File: src/rtl/cpu_pkg.sv
// Shared CPU datapath constants and the write-back entry type used by the
// register file, pipeline and write-back initiator.
package cpu_pkg;

  localparam int DATA_W    = 8;
  localparam int ADDR_W    = 4;
  localparam int REG_COUNT = 16;

  typedef struct packed {
    logic [ADDR_W-1:0] dst;
    logic [DATA_W-1:0] data;
  } wb_entry_t;

endpackage

File: src/rtl/wb_fifo.sv
// In-order circular buffer of pending register writes. Every slot is exposed
// with a valid bit so the forwarding search can scan it by age from rd_ptr.
module wb_fifo
  import cpu_pkg::*;
#(
  parameter  int DATA_W = cpu_pkg::DATA_W,
  parameter  int ADDR_W = cpu_pkg::ADDR_W,
  parameter  int DEPTH  = 4,
  localparam int PTR_W  = $clog2(DEPTH),
  localparam int CNT_W  = PTR_W + 1
) (
  input  logic              clk,
  input  logic              rst_n,
  input  logic              i_push,
  input  logic [ADDR_W-1:0] i_push_dst,
  input  logic [DATA_W-1:0] i_push_data,
  input  logic              i_pop,
  output logic [CNT_W-1:0]  o_count,
  output logic [PTR_W-1:0]  o_rd_ptr,
  output logic [ADDR_W-1:0] o_ent_dst  [DEPTH],
  output logic [DATA_W-1:0] o_ent_data [DEPTH],
  output logic [DEPTH-1:0]  o_ent_vld
);

  logic [PTR_W-1:0]  r_wr_ptr;
  logic [PTR_W-1:0]  r_rd_ptr;
  logic [CNT_W-1:0]  r_count;
  logic [ADDR_W-1:0] r_dst  [DEPTH];
  logic [DATA_W-1:0] r_data [DEPTH];

  always_ff @(posedge clk) begin
    if (!rst_n) begin
      r_wr_ptr <= '0;
      r_rd_ptr <= '0;
      r_count  <= '0;
    end else begin
      if (i_push) r_wr_ptr <= r_wr_ptr + PTR_W'(1);
      if (i_pop)  r_rd_ptr <= r_rd_ptr + PTR_W'(1);
      case ({i_push, i_pop})
        2'b10:   r_count <= r_count + CNT_W'(1);
        2'b01:   r_count <= r_count - CNT_W'(1);
        default: r_count <= r_count;
      endcase
    end
  end

  // Storage is plain data; stale slots are masked by the valid bits.
  always_ff @(posedge clk) begin
    if (i_push) begin
      r_dst[r_wr_ptr]  <= i_push_dst;
      r_data[r_wr_ptr] <= i_push_data;
    end
  end

  for (genvar g = 0; g < DEPTH; g++) begin : g_slot
    logic [PTR_W-1:0] w_age;
    assign w_age         = PTR_W'(g) - r_rd_ptr;
    assign o_ent_vld[g]  = {1'b0, w_age} < r_count;
    assign o_ent_dst[g]  = r_dst[g];
    assign o_ent_data[g] = r_data[g];
  end

  assign o_count  = r_count;
  assign o_rd_ptr = r_rd_ptr;

endmodule

File: src/rtl/reg_writeback.sv
// Write-side initiator for the register file: arbitrates ALU/load results into
// an in-order queue, issues one registered write per cycle, forwards pending data.
module reg_writeback
  import cpu_pkg::*;
#(
  parameter  int DATA_W = cpu_pkg::DATA_W,
  parameter  int ADDR_W = cpu_pkg::ADDR_W,
  parameter  int DEPTH  = 4,
  localparam int CNT_W  = $clog2(DEPTH) + 1
) (
  input  logic              clk,
  input  logic              rst_n,
  input  logic              alu_valid,
  output logic              alu_ready,
  input  logic [ADDR_W-1:0] alu_dst,
  input  logic [DATA_W-1:0] alu_data,
  input  logic              ld_valid,
  output logic              ld_ready,
  input  logic [ADDR_W-1:0] ld_dst,
  input  logic [DATA_W-1:0] ld_data,
  input  logic              hold,
  output logic              wb_we,
  output logic [ADDR_W-1:0] wb_dst,
  output logic [DATA_W-1:0] wb_data,
  input  logic [ADDR_W-1:0] q_src0,
  input  logic [ADDR_W-1:0] q_src1,
  output logic              fwd_hit0,
  output logic [DATA_W-1:0] fwd_data0,
  output logic              fwd_hit1,
  output logic [DATA_W-1:0] fwd_data1,
  output logic [CNT_W-1:0]  count
);

  localparam int PTR_W = $clog2(DEPTH);

  logic [CNT_W-1:0]  w_count;
  logic [PTR_W-1:0]  w_rd_ptr;
  logic [ADDR_W-1:0] w_ent_dst  [DEPTH];
  logic [DATA_W-1:0] w_ent_data [DEPTH];
  logic [DEPTH-1:0]  w_ent_vld;
  logic              w_space;
  logic              w_push;
  logic              w_pop;
  logic [ADDR_W-1:0] w_push_dst;
  logic [DATA_W-1:0] w_push_data;

  function automatic logic [PTR_W-1:0] age_idx(input logic [PTR_W-1:0] base, input int age);
    return base + PTR_W'(age);
  endfunction

  // Readiness looks only at registered occupancy so a same-cycle pop never
  // opens a slot combinationally; load wins over ALU.
  assign w_space     = w_count < CNT_W'(DEPTH);
  assign ld_ready    = rst_n & w_space;
  assign alu_ready   = rst_n & w_space & ~ld_valid;
  assign w_push      = (ld_valid & ld_ready) | (alu_valid & alu_ready);
  assign w_push_dst  = ld_valid ? ld_dst  : alu_dst;
  assign w_push_data = ld_valid ? ld_data : alu_data;
  assign w_pop       = (w_count != '0) & ~hold;
  assign count       = w_count;

  wb_fifo #(
    .DATA_W (DATA_W),
    .ADDR_W (ADDR_W),
    .DEPTH  (DEPTH)
  ) u_fifo (
    .clk         (clk),
    .rst_n       (rst_n),
    .i_push      (w_push),
    .i_push_dst  (w_push_dst),
    .i_push_data (w_push_data),
    .i_pop       (w_pop),
    .o_count     (w_count),
    .o_rd_ptr    (w_rd_ptr),
    .o_ent_dst   (w_ent_dst),
    .o_ent_data  (w_ent_data),
    .o_ent_vld   (w_ent_vld)
  );

  always_ff @(posedge clk) begin
    if (!rst_n) begin
      wb_we   <= 1'b0;
      wb_dst  <= '0;
      wb_data <= '0;
    end else if (w_pop) begin
      wb_we   <= 1'b1;
      wb_dst  <= w_ent_dst[w_rd_ptr];
      wb_data <= w_ent_data[w_rd_ptr];
    end else begin
      wb_we   <= 1'b0;
    end
  end

  // Scan oldest to youngest so the last match (newest write) wins; the wb
  // stage is older than every queued entry.
  always_comb begin
    fwd_hit0  = 1'b0;
    fwd_data0 = '0;
    fwd_hit1  = 1'b0;
    fwd_data1 = '0;
    if (wb_we && wb_dst == q_src0) begin
      fwd_hit0  = 1'b1;
      fwd_data0 = wb_data;
    end
    if (wb_we && wb_dst == q_src1) begin
      fwd_hit1  = 1'b1;
      fwd_data1 = wb_data;
    end
    for (int k = 0; k < DEPTH; k++) begin
      if (w_ent_vld[age_idx(w_rd_ptr, k)] && w_ent_dst[age_idx(w_rd_ptr, k)] == q_src0) begin
        fwd_hit0  = 1'b1;
        fwd_data0 = w_ent_data[age_idx(w_rd_ptr, k)];
      end
      if (w_ent_vld[age_idx(w_rd_ptr, k)] && w_ent_dst[age_idx(w_rd_ptr, k)] == q_src1) begin
        fwd_hit1  = 1'b1;
        fwd_data1 = w_ent_data[age_idx(w_rd_ptr, k)];
      end
    end
  end

endmodule

File: config.mk
export PLATFORM = sky130hd
export DESIGN_NAME = reg_writeback
export DESIGN_NICKNAME = d
export VERILOG_FILES = /design/src/rtl/cpu_pkg.sv /design/src/rtl/wb_fifo.sv /design/src/rtl/reg_writeback.sv
export SDC_FILE = /design/constraint.sdc
export NUM_CORES = 1
export LEC_CHECK = 0
export CORE_MARGIN = 2
export CORE_UTILIZATION = 55
export DETAILED_ROUTE_END_ITERATION = 7
export PLACE_DENSITY = 0.8
export SLEW_MARGIN = 10
export SYNTH_ARGS = -nofsm -noshare
export SYNTH_HDL_FRONTEND = slang
export SYNTH_SLANG_ARGS = --single-unit
export TNS_END_PERCENT = 10
File: constraint.sdc
create_clock -name clk -period 4.4 [get_ports clk]
set_input_delay 0.44 -clock clk [delete_from_list [all_inputs] [get_ports clk]]
set_output_delay 0.44 -clock clk [all_outputs]
set_load 0.01 [all_outputs]
==> flow_metrics.py <==
metrics = {
    "sta": {
        "hold_viol": 0,
        "fmax_ghz": 0.2352,
        "worst_pin_slew_ns": 0.7106,
        "worst_hold_slack_ns": 0.5034,
        "setup_viol_count_final": 0,
        "max_slew_margin": 0.5263,
        "finClkSkew_ns": 0.01698,
        "tns_ns": 0,
        "period_share": 0.9662,
        "setup_ws_ns": 0.1488,
        "min_period_ns": 4.251,
        "rsz0062_at_grt": "false",
        "finalMaxSlewViolations": 0,
    },
    "synthesis": {
        "synth_area_leaders": "edfxtp_1 29%, mux4_2 13%, dfxtp_1 7.9%, xnor2_1 5.4%, nand2_1 4.8%",
        "syn_inst": 472,
        "synth_async_sr_flop_share": 0,
        "synth_top_area_frac": 0.2855,
        "synth_seq_area_share": 0.3648,
        "synth_top_area_cell": "edfxtp_1",
        "netlist_area_mm2": 0.005049,
        "synth_fp_nets": 519,
        "synth_edf_count": 48,
        "synthFlopType": "edfxtp_1",
        "synth_common_cells": "64 x nand2_1, 48 x edfxtp_1, 31 x xnor2_1",
        "synth_most_common_cell": "nand2_1",
        "ys_ff_latch": 68,
        "synth_cell_types": 46,
        "synth_area_per_cell_um2": 10.70,
        "yosysWarnings": 0,
    },
    "route": {
        "route.detailed.drc": 0,
        "dr_total_vias": 4131,
        "wl_per_cell_um": 20.75,
        "antenna_left": 0,
        "dr.pass1.iters": 5,
        "first_iter_violations": 283,
        "vias_per_cell": 6.425,
        "totalWireLength_mm": 13.34,
    },
    "clock_network": {
        "numCtsBuffers": 9,
        "cts_htree_levels": 3,
        "clk_pin_slew_worst_paths_ns": 0.08,
        "cts_root_buf": "clkbuf_8",
        "cts_sinks": 68,
        "tritoncts": "yes",
        "clockBufferDepth": 2,
        "clk_latency_ns": 0.36,
    },
    "critical_path": {
        "crit_buf_inv": 2,
        "critical-path-top-delay-family": "compound AO/OA/AOI/OAI gates",
        "crit_chain": "xnor2_1 > inv_1 > ha_1 > nand2b_1 > a221o_1 > a32oi_1 > or4_1 > nand2b_2 > o311ai_1 > clkdlybuf4s50_1",
        "crit_type": "flip-flop to primary output",
        "cp.arrival_ns": 3.81,
        "rrSetupSlack_ns": 1.65,
        "startpoint_type": "flip-flop",
        "cp_slowest_cell": "clkdlybuf4s50_1",
        "worst-path-max-fanout": 22,
        "required_ns": 3.96,
        "crit_path_max_incr_delay_ns": 0.62,
        "crit_path_end_kind": "primary output",
    },
    "die": {
        "start_util": 0.5733,
        "die-area_mm2": 0.009962,
        "num_rows": 34,
        "die_width_um": 99.81,
        "chipHeight_um": 99.81,
        "core_area_mm2": 0.008806,
        "ios": 73,
    },
    "power": {
        "leakage_nw": 1.974,
        "combPwrFrac": 0.535,
        "clockPowerShare": 0.189,
        "p_sw_mw": 1.385,
        "p_sw_frac": 0.4057,
        "internal-power_mw": 2.028,
        "irDropWorstVdd_mv": 0.2972,
        "p_per_area_mw_per_mm2": 565.1,
        "power_mw": 3.413,
        "power_frac_seq": 0.277,
    },
    "global_route": {
        "grt_pass1_wl_mm": 21.13,
        "overflow": 0,
        "grt_use_total": 0.2759,
        "grt_max_degree": 34,
        "antenna_found_initial": 0,
        "grt_pass1_vias": 3922,
    },
    "min_path": {
        "hold_path_class": "flip-flop to flip-flop",
    },
    "placement": {
        "hpwl_mm": 9.885,
        "place.gp.congestion": 0.9361,
        "portBuffers": 72,
        "dp_cells": 626,
        "preCtsSetupSlack_ns": 0.2389,
        "post_dp_cell_area_mm2": 0.005776,
    },
    "layout": {
        "fill_cells": 682,
        "drive_above_1_share": 0.1664,
        "diodes": 0,
        "area_growth_pct": 19.63,
        "fin_area_mm2": 0.006040,
        "final_core_util": 0.6858,
        "nets": 577,
        "finalNonFillerCells": 643,
    },
    "flow_run": {
        "cap_violations": 0,
    },
    "status": {
        "status": "completed",
    },
}
[worst reg2reg max path, delay by kind of cell, from the launching register on]
kind,cells,cell delay (ns)
buffers and inverters,2,0.34
XOR/XNOR,1,0.16
adder cells (fa/ha/maj),2,0.60
flip-flops,1,0.54
AND/OR/NAND/NOR,3,0.86
AO/OA/AOI/OAI,1,0.17
[metal layers]
layer	vias to the layer above	global-route usage	routed length [µm]
met2	222	0.4319	6276
met4	0	0.06533	129
li1	1887	-	-
met1	2009	0.4096	5901
met5	-	0	0
met3	13	0.04178	1033
[area by class of cell]
| class | instances | area, µm² | share of cell area |
|---|---|---|---|
| clock inverter | 6 | 113.9 | 0.01885 |
| multi-input combinational | 356 | 2958 | 0.4897 |
| tap | 108 | 135.1 | 0.02237 |
| sequential | 68 | 1849 | 0.3062 |
| inverter | 12 | 45.04 | 0.007458 |
| timing repair buffer | 83 | 810.8 | 0.1342 |
| clock buffer | 10 | 127.6 | 0.02113 |
[cell families after synthesis]
group	Yosys count	synth area share
and+or+nand+nor	166	0.1670
AOI/OAI and AO/OA	74	0.1068
buffers and inverters	48	0.04981
DFF	68	0.3648
xor gates and xnor gates	46	0.07980
adders and majority gates	10	0.02627
muxes	60	0.2055
[cells in the final DEF, fill, tap and decap left out, types with 8 or more instances in the layout]
| cell type | instances |
|---|---|
| mux4_2 | 29 |
| clkbuf_8 | 9 |
| xnor2_1 | 31 |
| o311ai_1 | 16 |
| dfxtp_1 | 18 |
| clkdlybuf4s50_1 | 72 |
| xor2_1 | 15 |
| nor2_1 | 23 |
| or3_1 | 21 |
| a311oi_1 | 16 |
| ha_1 | 9 |
| nor3_1 | 17 |
| o21ai_0 | 27 |
| and2_1 | 18 |
| mux2_2 | 20 |
| inv_1 | 11 |
| nand2_1 | 64 |
| mux2i_1 | 8 |
| edfxtp_1 | 48 |
| buf_4 | 9 |
[timing repair]
action / in CTS / in global routing
hold endpoints to repair: 0 / 0
hold buffers: 0 / 0
setup endpoints to repair: 11 / 11
setup buffers: 0 / 1
gates resized for setup: 2 / 3
[registers in the layout (all words and copies together) (netlist names)]
register	cells
u_fifo.o_count	3
wb_data	8
u_fifo.r_dst	16
u_fifo.o_rd_ptr	2
u_fifo.r_data	32
wb_dst	4
u_fifo.r_wr_ptr	2
wb_we	1
[path summary, 6_finish.rpt]
| check | from | end | depth (start not counted) |
|---|---|---|---|
| worst min-delay path | u_fifo.r_wr_ptr[1] | u_fifo.r_wr_ptr[1] | 2 |
| worst min register to register | u_fifo.r_wr_ptr[1] | u_fifo.r_wr_ptr[1] | 2 |
| worst max register to register | u_fifo.o_count[2] | u_fifo.o_count[2] | 9 |
| worst max-delay path | u_fifo.o_rd_ptr[1] | fwd_data0[0] | 10 |
[power by group through the flow]
| stage | Combinational (mW) | Clock (mW) | Sequential [mW] |
|---|---|---|---|
| floorplan | 1.30 | 0 | 0.900 |
| global placement | 1.72 | 0 | 0.955 |
| detailed placement | 1.76 | 0 | 0.967 |
| CTS | 1.77 | 0.654 | 0.956 |
| global route | 1.97 | 0.681 | 0.963 |
| finish | 1.82 | 0.644 | 0.944 |
Note: power is estimated with default switching activity, not from simulation.
